$ cat src/rtl/alu_shift_pkg.sv
// Shared definitions for the multi-cycle shift ALU sequencer: opcodes, FSM states, opcode legality.
// Latency: n/a (definitions only).
// Backpressure: n/a (definitions only).
package alu_shift_pkg;

  // Shift opcodes as presented on req_op
  localparam logic [3:0] OP_SHL = 4'b0000;
  localparam logic [3:0] OP_SHR = 4'b0001;
  localparam logic [3:0] OP_SAR = 4'b0010;
  localparam logic [3:0] OP_SAL = 4'b0011;

  // Controller states
  typedef enum logic [1:0] {
    IDLE  = 2'd0,
    SHIFT = 2'd1,
    DONE  = 2'd2
  } state_t;

  // True for the four opcodes the shifter implements
  function automatic logic is_legal_op(input logic [3:0] op);
    return (op == OP_SHL) || (op == OP_SHR) || (op == OP_SAR) || (op == OP_SAL);
  endfunction

endpackage

$ cat src/rtl/shift_step.sv
// Single-bit shift step: advances the accumulator by one position for the given opcode.
// Latency: purely combinational, zero cycles.
// Backpressure: none; the controller decides when the result is committed.
module shift_step
  import alu_shift_pkg::*;
#(
  parameter int WIDTH = 32
) (
  input  logic [3:0]       op,
  input  logic [WIDTH-1:0] acc,
  output logic [WIDTH-1:0] acc_next,
  output logic             bit_out,
  output logic             sign_flip
);

  // One-position shift; sal is identical to shl in data, it differs only in overflow tracking
  always_comb begin
    acc_next = acc;
    bit_out  = 1'b0;
    case (op)
      OP_SHL, OP_SAL: begin
        acc_next = {acc[WIDTH-2:0], 1'b0};
        bit_out  = acc[WIDTH-1];
      end
      OP_SHR: begin
        acc_next = {1'b0, acc[WIDTH-1:1]};
        bit_out  = acc[0];
      end
      OP_SAR: begin
        acc_next = {acc[WIDTH-1], acc[WIDTH-1:1]};
        bit_out  = acc[0];
      end
      default: begin
        acc_next = acc;
        bit_out  = 1'b0;
      end
    endcase
  end

  // A change of the top bit across one step is what signed overflow means for a left shift
  assign sign_flip = acc_next[WIDTH-1] ^ acc[WIDTH-1];

endmodule

$ cat src/rtl/shift_alu_ctrl.sv
// Multi-cycle shift sequencer: accepts one request, shifts one bit per cycle, returns result and flags.
// Latency: rsp_valid is seen n+1 cycles after the accept edge inclusive, n = min(req_b, WIDTH); illegal opcode 1.
// Backpressure: req_ready only in IDLE without flush; response held stable until rsp_ready, flush aborts.
module shift_alu_ctrl
  import alu_shift_pkg::*;
#(
  parameter int WIDTH = 32,
  parameter int AMT_W = 6
) (
  input  logic             clk,
  input  logic             rst_n,
  input  logic             req_valid,
  output logic             req_ready,
  input  logic [3:0]       req_op,
  input  logic [WIDTH-1:0] req_a,
  input  logic [WIDTH-1:0] req_b,
  input  logic             flush,
  output logic             rsp_valid,
  input  logic             rsp_ready,
  output logic [WIDTH-1:0] rsp_out,
  output logic             rsp_carry,
  output logic             rsp_ovf,
  output logic             rsp_zero,
  output logic             rsp_neg,
  output logic             rsp_illegal,
  output logic             busy
);

  state_t             state;
  logic [3:0]         op_q;
  logic [WIDTH-1:0]   acc;
  logic [AMT_W-1:0]   cnt;
  logic               carry_q;
  logic               ovf_q;
  logic               zero_q;
  logic               neg_q;
  logic               illegal_q;

  logic [WIDTH-1:0]   step_acc;
  logic               step_bit;
  logic               step_flip;

  logic               accept;
  logic               legal_in;
  logic [AMT_W-1:0]   cnt_init;
  logic               in_done;

  shift_step #(
    .WIDTH (WIDTH)
  ) u_step (
    .op        (op_q),
    .acc       (acc),
    .acc_next  (step_acc),
    .bit_out   (step_bit),
    .sign_flip (step_flip)
  );

  // Flush outranks a pending request in IDLE, so it also closes the ready window
  assign accept   = (state == IDLE) && req_valid && !flush;
  assign legal_in = is_legal_op(req_op);

  // Amounts of WIDTH or more saturate; after WIDTH steps the result no longer changes shape
  always_comb begin
    cnt_init = AMT_W'(WIDTH);
    if (req_b < WIDTH'(WIDTH)) begin
      cnt_init = req_b[AMT_W-1:0];
    end
  end

  // Controller FSM, shift datapath and registered response flags
  always_ff @(posedge clk or negedge rst_n) begin
    if (!rst_n) begin
      state     <= IDLE;
      op_q      <= OP_SHL;
      acc       <= '0;
      cnt       <= '0;
      carry_q   <= 1'b0;
      ovf_q     <= 1'b0;
      zero_q    <= 1'b0;
      neg_q     <= 1'b0;
      illegal_q <= 1'b0;
    end else begin
      case (state)
        IDLE: begin
          if (accept) begin
            op_q      <= req_op;
            acc       <= req_a;
            cnt       <= cnt_init;
            carry_q   <= 1'b0;
            ovf_q     <= 1'b0;
            illegal_q <= !legal_in;
            if (!legal_in || (cnt_init == '0)) begin
              // Nothing to shift: the operand itself is the answer
              zero_q <= (req_a == '0);
              neg_q  <= req_a[WIDTH-1];
              state  <= DONE;
            end else begin
              state  <= SHIFT;
            end
          end
        end

        SHIFT: begin
          if (flush) begin
            state <= IDLE;
          end else begin
            acc     <= step_acc;
            carry_q <= step_bit;
            if ((op_q == OP_SAL) && step_flip) begin
              ovf_q <= 1'b1;
            end
            cnt <= cnt - AMT_W'(1);
            if (cnt == AMT_W'(1)) begin
              zero_q <= (step_acc == '0);
              neg_q  <= step_acc[WIDTH-1];
              state  <= DONE;
            end
          end
        end

        DONE: begin
          // A flush in the same cycle as rsp_ready means the response was not delivered
          if (flush || rsp_ready) begin
            state <= IDLE;
          end
        end

        default: begin
          state <= IDLE;
        end
      endcase
    end
  end

  assign in_done     = (state == DONE);
  assign busy        = (state != IDLE);
  assign req_ready   = (state == IDLE) && !flush;
  assign rsp_valid   = in_done;
  assign rsp_out     = acc;
  assign rsp_carry   = carry_q   & in_done;
  assign rsp_ovf     = ovf_q     & in_done;
  assign rsp_zero    = zero_q    & in_done;
  assign rsp_neg     = neg_q     & in_done;
  assign rsp_illegal = illegal_q & in_done;

endmodule

$ cat config.mk
export PLATFORM = sky130hd
export DESIGN_NAME = shift_alu_ctrl
export DESIGN_NICKNAME = d
export VERILOG_FILES = /design/src/rtl/alu_shift_pkg.sv /design/src/rtl/shift_step.sv /design/src/rtl/shift_alu_ctrl.sv
export SDC_FILE = /design/constraint.sdc
export NUM_CORES = 1
export LEC_CHECK = 0
export CORE_MARGIN = 5
export CORE_UTILIZATION = 30
export DETAILED_ROUTE_END_ITERATION = 7
export PLACE_DENSITY = 0.66
export SLEW_MARGIN = 10
export SYNTH_ARGS = -nofsm -noshare
export SYNTH_HDL_FRONTEND = slang
export SYNTH_HIERARCHICAL = 1
export SYNTH_SLANG_ARGS = --single-unit
$ cat constraint.sdc
create_clock -name clk -period 3.1 [get_ports clk]
set_input_delay 0.465 -clock clk [delete_from_list [all_inputs] [get_ports clk]]
set_output_delay 0.465 -clock clk [all_outputs]
set_load 0.1 [all_outputs]
Word-level counts from Yosys, hierarchy flattened
Index checks and enable logic that the tools add are counted.

cells by class
  mux-type cells = 31
  bitwise logic cells = 6
  add/subtract/negate cells = 1
  reduce and logical (&&, ||, !) cells = 26
  equal/unequal tests = 16
  order comparisons = 1

operators by type and width
  kind                                                 number
  one-hot mux 32 bit (3 select lines)                  1
  logical NOT 32 bit                                   2
  two-way mux 32 bit                                   2
  one-hot mux 32 bit (2 select lines)                  1
  < comparator 32 x 6 -> 1 bit, second input constant  1
  two-way mux 6 bit                                    3
  == test 4 x 2 -> 1 bit, second input constant        4
  two-way mux 1 bit                                    12
  one-hot mux 6 bit (2 select lines)                   1
  two-way mux 2 bit                                    5
  one-hot mux 1 bit (2 select lines)                   5
  == test 4 x 1 -> 1 bit, second input constant        2
  logical NOT 4 bit                                    2
  != test 2 bit, second input constant                 4
  == test 6 x 1 -> 1 bit, second input constant        1
  logical NOT 6 bit                                    1
  one-hot mux 2 bit (3 select lines)                   1
  AND reduction 3 bit                                  2
  subtractor 6 x 1 -> 6 bit, second input constant     1
  bitwise AND 1 bit                                    5
  logical OR 1 bit                                     5
  AND reduction 5 bit                                  1
  logical AND 1 bit                                    4
  != test 2 x 1 -> 1 bit, second input constant        2
  10 further kinds                                     13

storage, ports and cells
  register bits = 49
  output and inout port bits = 40

Depth between registers and ports, before layout
Gate-level depths: netlist of run 1.

  depth in word-level cells = 9
  gate-level depth with buffers = 10

Hierarchy
The synthesis of run 1 kept the hierarchy.

modules (own cells, without submodules)
  module          instances  area an instance (µm²)  cells each
  shift_alu_ctrl  1          2633.8                  312
  shift_step      1          758.2                   119

Least setup slack after synthesis of run 1
Ideal clock, no wire load.

  kind = register to output
  start point = reg state[0]
  end point = out rsp_carry
  slack = -0.282 ns
  stages on the path, launching flop included = 4
  arrival time = 2.917 ns
  cells stage by stage = dfrtp_1 buf_2 nor2b_1 and2_1

between the ends
  cells in the longest elaborated chain, start to end = 2

RTL lines
  element                   RTL line               source
  start: declaration        shift_alu_ctrl.sv:29   state_t state;
  start signal: assignment  shift_alu_ctrl.sv:73   state <= IDLE;
  start signal: assignment  shift_alu_ctrl.sv:96   state <= DONE;
  start signal: assignment  shift_alu_ctrl.sv:98   state <= SHIFT;
  == test 2 bit             shift_alu_ctrl.sv:135  assign in_done = (state == DONE);
  named net rsp_valid       shift_alu_ctrl.sv:18   output logic rsp_valid,
  bitwise AND 1 bit         shift_alu_ctrl.sv:140  assign rsp_carry = carry_q & in_done;
  end: declaration          shift_alu_ctrl.sv:21   output logic rsp_carry,

The timed path passes the listed nets, and every way through them passes these cells.

Worst setup path after layout of run 1
  start point = reg op_q[1]
  end point = reg zero_q

between the ends
  cells in the longest elaborated chain, start to end = 7

RTL lines
  element                                                             RTL line               source
  start: declaration                                                  shift_alu_ctrl.sv:30   logic [3:0] op_q;
  start signal: assignment                                            shift_alu_ctrl.sv:86   op_q <= req_op;
  == test 4 x 2 -> 1 bit / logical NOT 4 bit (equally long branches)  shift_step.sv:20       case (op)
  OR reduction 2 bit                                                  shift_step.sv:20
  one-hot mux 32 bit (3 select lines) (*)                             shift_step.sv:20
  named net step_acc[15]                                              shift_alu_ctrl.sv:39   logic [WIDTH-1:0] step_acc;
  logical NOT 32 bit (*)                                              shift_alu_ctrl.sv:114  zero_q <= (step_acc == '0);
  two-way mux 1 bit (*)                                               shift_alu_ctrl.sv:113  if (cnt == AMT_W'(1)) begin
  two-way mux 1 bit (*)                                               shift_alu_ctrl.sv:104  if (flush) begin
  one-hot mux 1 bit (2 select lines) (*)                              shift_alu_ctrl.sv:83   case (state)
  end signal: assignment                                              shift_alu_ctrl.sv:94   zero_q <= (req_a == '0);
  end signal: assignment                                              shift_alu_ctrl.sv:114
  end: declaration                                                    shift_alu_ctrl.sv:35   logic zero_q;

Mark *: on every way through the listed nets, which the timed path passes. The rest lies on a longest branch. The select of a mux whose other input is x is not followed.
A chain may end at the register's enable or synchronous reset.

==> results of run 1 <==
worst max path at each step:
stage,depth (start not counted),to,slack [ns]
4_1_cts,9,zero_q$_DFFE_PN0P_,0.001
3_5_place_dp,9,zero_q$_DFFE_PN0P_,0.006
6_report,9,zero_q$_DFFE_PN0P_,0.37
3_3_place_gp,9,zero_q$_DFFE_PN0P_,0.16
5_1_grt,9,zero_q$_DFFE_PN0P_,0.14
2_1_floorplan,5,op_q[0]$_DFFE_PN0P_,0.25
layer usage:
metal / share of wire [%] / track usage (%)
met3: 6.3 / 3.21
met1: 45 / 21.0
met5: 0 / 0
met2: 48 / 26.1
met4: 0.55 / 2.32
area by class of cell:
cell class	instances	area [um^2]
timing repair buffer	123	1140
clock buffer	5	125
inverter	8	30.0
sequential	49	1230
fill	1071	6260
tap	140	175
clock inverter	3	21.3
multi-input combinational	346	2000
power breakdown:
part | switching [W] | total (W) | leakage, nW | internal (W)
logic | 0.00127 | 0.00187 | 1.39 | 0.000598
clock network | 0.000246 | 0.000547 | 0.0702 | 0.000301
registers | 0.000179 | 0.000940 | 0.564 | 0.000760
total | 0.00170 | 0.00336 | 2.02 | 0.00166
sequential cells by signal, indices dropped and copies added, names as in the netlist:
register,cells
illegal_q,1
ovf_q,1
state,2
rsp_out,32
carry_q,1
op_q,4
zero_q,1
cnt,6
neg_q,1
cells in the final DEF, fill, tap and decap left out, types with 3 or more instances in the layout:
| master | n |
|---|---|
| o21ai_0 | 29 |
| clkdlybuf4s50_1 | 71 |
| mux2i_1 | 33 |
| mux2_2 | 3 |
| nor4_1 | 23 |
| nand3_1 | 3 |
| nand2_1 | 110 |
| o21ai_1 | 6 |
| dfrtp_1 | 49 |
| nor3_1 | 4 |
| clkbuf_16 | 5 |
| and2_1 | 7 |
| a21oi_1 | 7 |
| nor2_1 | 41 |
| nand2b_1 | 3 |
| inv_1 | 8 |
| a31oi_1 | 34 |
| buf_4 | 48 |
worst max-delay path: cells and delay by family (launching register included):
kind	cells	cell delay, ns
muxes	2	0.35
buffers and inverters	1	0.25
DFF	1	0.44
xor gates and xnor gates	1	0.58
AOI/OAI and AO/OA	2	0.19
and+or+nand+nor	3	0.83
metrics by stage:
| step | area [um^2] | setup WS [ns] | utilization (%) |
|---|---|---|---|
| after floorplan | 3400 | 0.245 | - |
| after global placement | 4550 | 0.164 | 41.4 |
| after detailed placement | 4550 | 0.00630 | 41.4 |
| after global routing | 4730 | 0.141 | 43.0 |
| after CTS | 4700 | 0.00114 | 42.8 |
| final | 4730 | 0.371 | 43.0 |
logic make-up (layout without fill, tap and decap cells):
group                      count (synthesis)  count (layout)
and+or+nand+nor                          208             208
buffers and inverters                     36             139
muxes                                     37              37
AOI/OAI and AO/OA                         98              98
DFF                                       49              49
xor gates and xnor gates                   1               1
adders and majority gates                  2               2
==> impl_results.md, run 1 <==
- DIE HEIGHT: 116 um
- CP Max Fanout: 18
- Die X: 116 um
- CTS Buf Count: 5
- Worst Tran Pin Value: 0.750 ns
- Top cells by count, synth: nand2_1 (110), dfrtp_1 (49), nor2_1 (42)
- Iteration-0 DRC Markers: 189
- Multiplexer share of the synthesized area: 11.2%
- GPL Wtd Cong: 0.814
- Post-synth EDFFs: 0
- Worst slew margin: 49.6%
- DR WL/cell: 15.5 um
- Reg-to-Reg End: zero_q$_DFFE_PN0P_
- Total power: 0.00336 W
- Via count: 3515
- Adder-cell share of the synthesized area: 0.738%
- Syn_nets: 506
- Final Setup Violations: 0
- Synth top area share: 36.1%
- Status: finished, final reports clean
- Area growth, synth to finish: 39.3%
- Final period utilization: 88.0%
- Ys Warns: 6
- Min-delay worst type: primary input to asynchronous set/reset pin
- Antenna Nets Post-Route: 0
- GRT Total Usage: 15.5%
- Setup TNS: 0 ns
- Pwr/cell area: 710 mW/mm^2
- R2r startpoint: op_q[1]$_DFFE_PN0P_
- Max Slew Vio Count: 0
- Largest net degree at the start of global routing: 46
- Post-Synth Simple-Gate Area: 27.9%
- CP Data Required Time: 3.31 ns
- Detailed Place HPWL: 8270 um
- Cells along the critical path: xnor2_4, buf_16, mux2i_1, o21ai_0, nor4_1, nand4_1, nor4_1, a41oi_1, mux2i_1
- Main area contributors after synthesis: dfrtp_1 (36%), nand2_1 (12%), mux2i_1 (9.7%)
- Core box area: 0.0110 mm^2
- # rows: 38
- CTS tree: done
- Port buffer count: 112
- Hold_ws: 0.155 ns
- Worst path arrival time: 2.94 ns
- Xor and xnor area share after synthesis: 0.812%
- CTS root buf: clkbuf_16
- Top Ports: 113
- Slowest cell on crit path: xnor2_4
- Maximum vdd drop: 380 uV
- Fin Clk Skew: 0.00690 ns
- Initial Util: 30.9%
- Cells after Synth: 431
- Critical Path Max Stage Delay: 0.58 ns
- Endpoint class of the critical path: flop
- Postcts setup bufs: 0
- Count of final hold-check violations: 0
- Max Fclk: 0.366 GHz
- RSZ-0062 raised after global routing: false
- Routed wire length: 10400 um
- CP startpoint: op_q[1]$_DFFE_PN0P_
- Fraction of layout instances using a drive strength above 1: 14.2%
- Die Area: 0.0135 mm^2
- Clock transition at path regs: 0.07 ns
- Post-synth top flop: dfrtp_1
- Worst r2r path cells: 9
- Placed Cells: 665
- Largest family of logic cells by synthesized area: simple AND/OR/NAND/NOR gates
- Final cell count without fillers: 674
- Complex-gate fraction of the synthesized area: 18.2%
- Number of H-tree levels: 2
- First-pass GRT wire length: 17000 um
- Post-cts resize count: 0
- Antenna cell count: 0
- Tmin final: 2.73 ns
- Count leader, synth: nand2_1
- Synthesized cell area: 0.00339 mm^2
- Startpoint Class: flop
- Clk Latency, worst-skew pair: 0.29 ns
- Residual DRC: 0
- Leakage Power: 2.02 nW
- Async S/R FF share, synth: 100%
- Gr ovfl total: 0
- CTS max path bufs: 2
- Flops & latches, synth: 49
- Layout net count: 608
- Register area share after synthesis: 36.1%
- Syn avg cell area: 7.87 um^2
- Cell taking the most area after synthesis: dfrtp_1
- Flop-to-flop setup slack: 0.37 ns
- CTS Hold Bufs: 0
- Max-cap violations: 0
- Clock Sinks: 49
- Initial antenna violation count: 0
- Vias per cell: 5.22
- Synth cell types: 51
- Critical path class: flop to flop
- Number of global-route vias before repair: 3441
- DRT Pass-1 Iters: 5
(Power assumes the default switching activity.)
==> run 2, diff against run 1 <==
Settings changed: GPL_ROUTABILITY_DRIVEN set to 0.
==> results of run 2 <==
No change in the layout: final DEF, timing and power equal those of run 1.
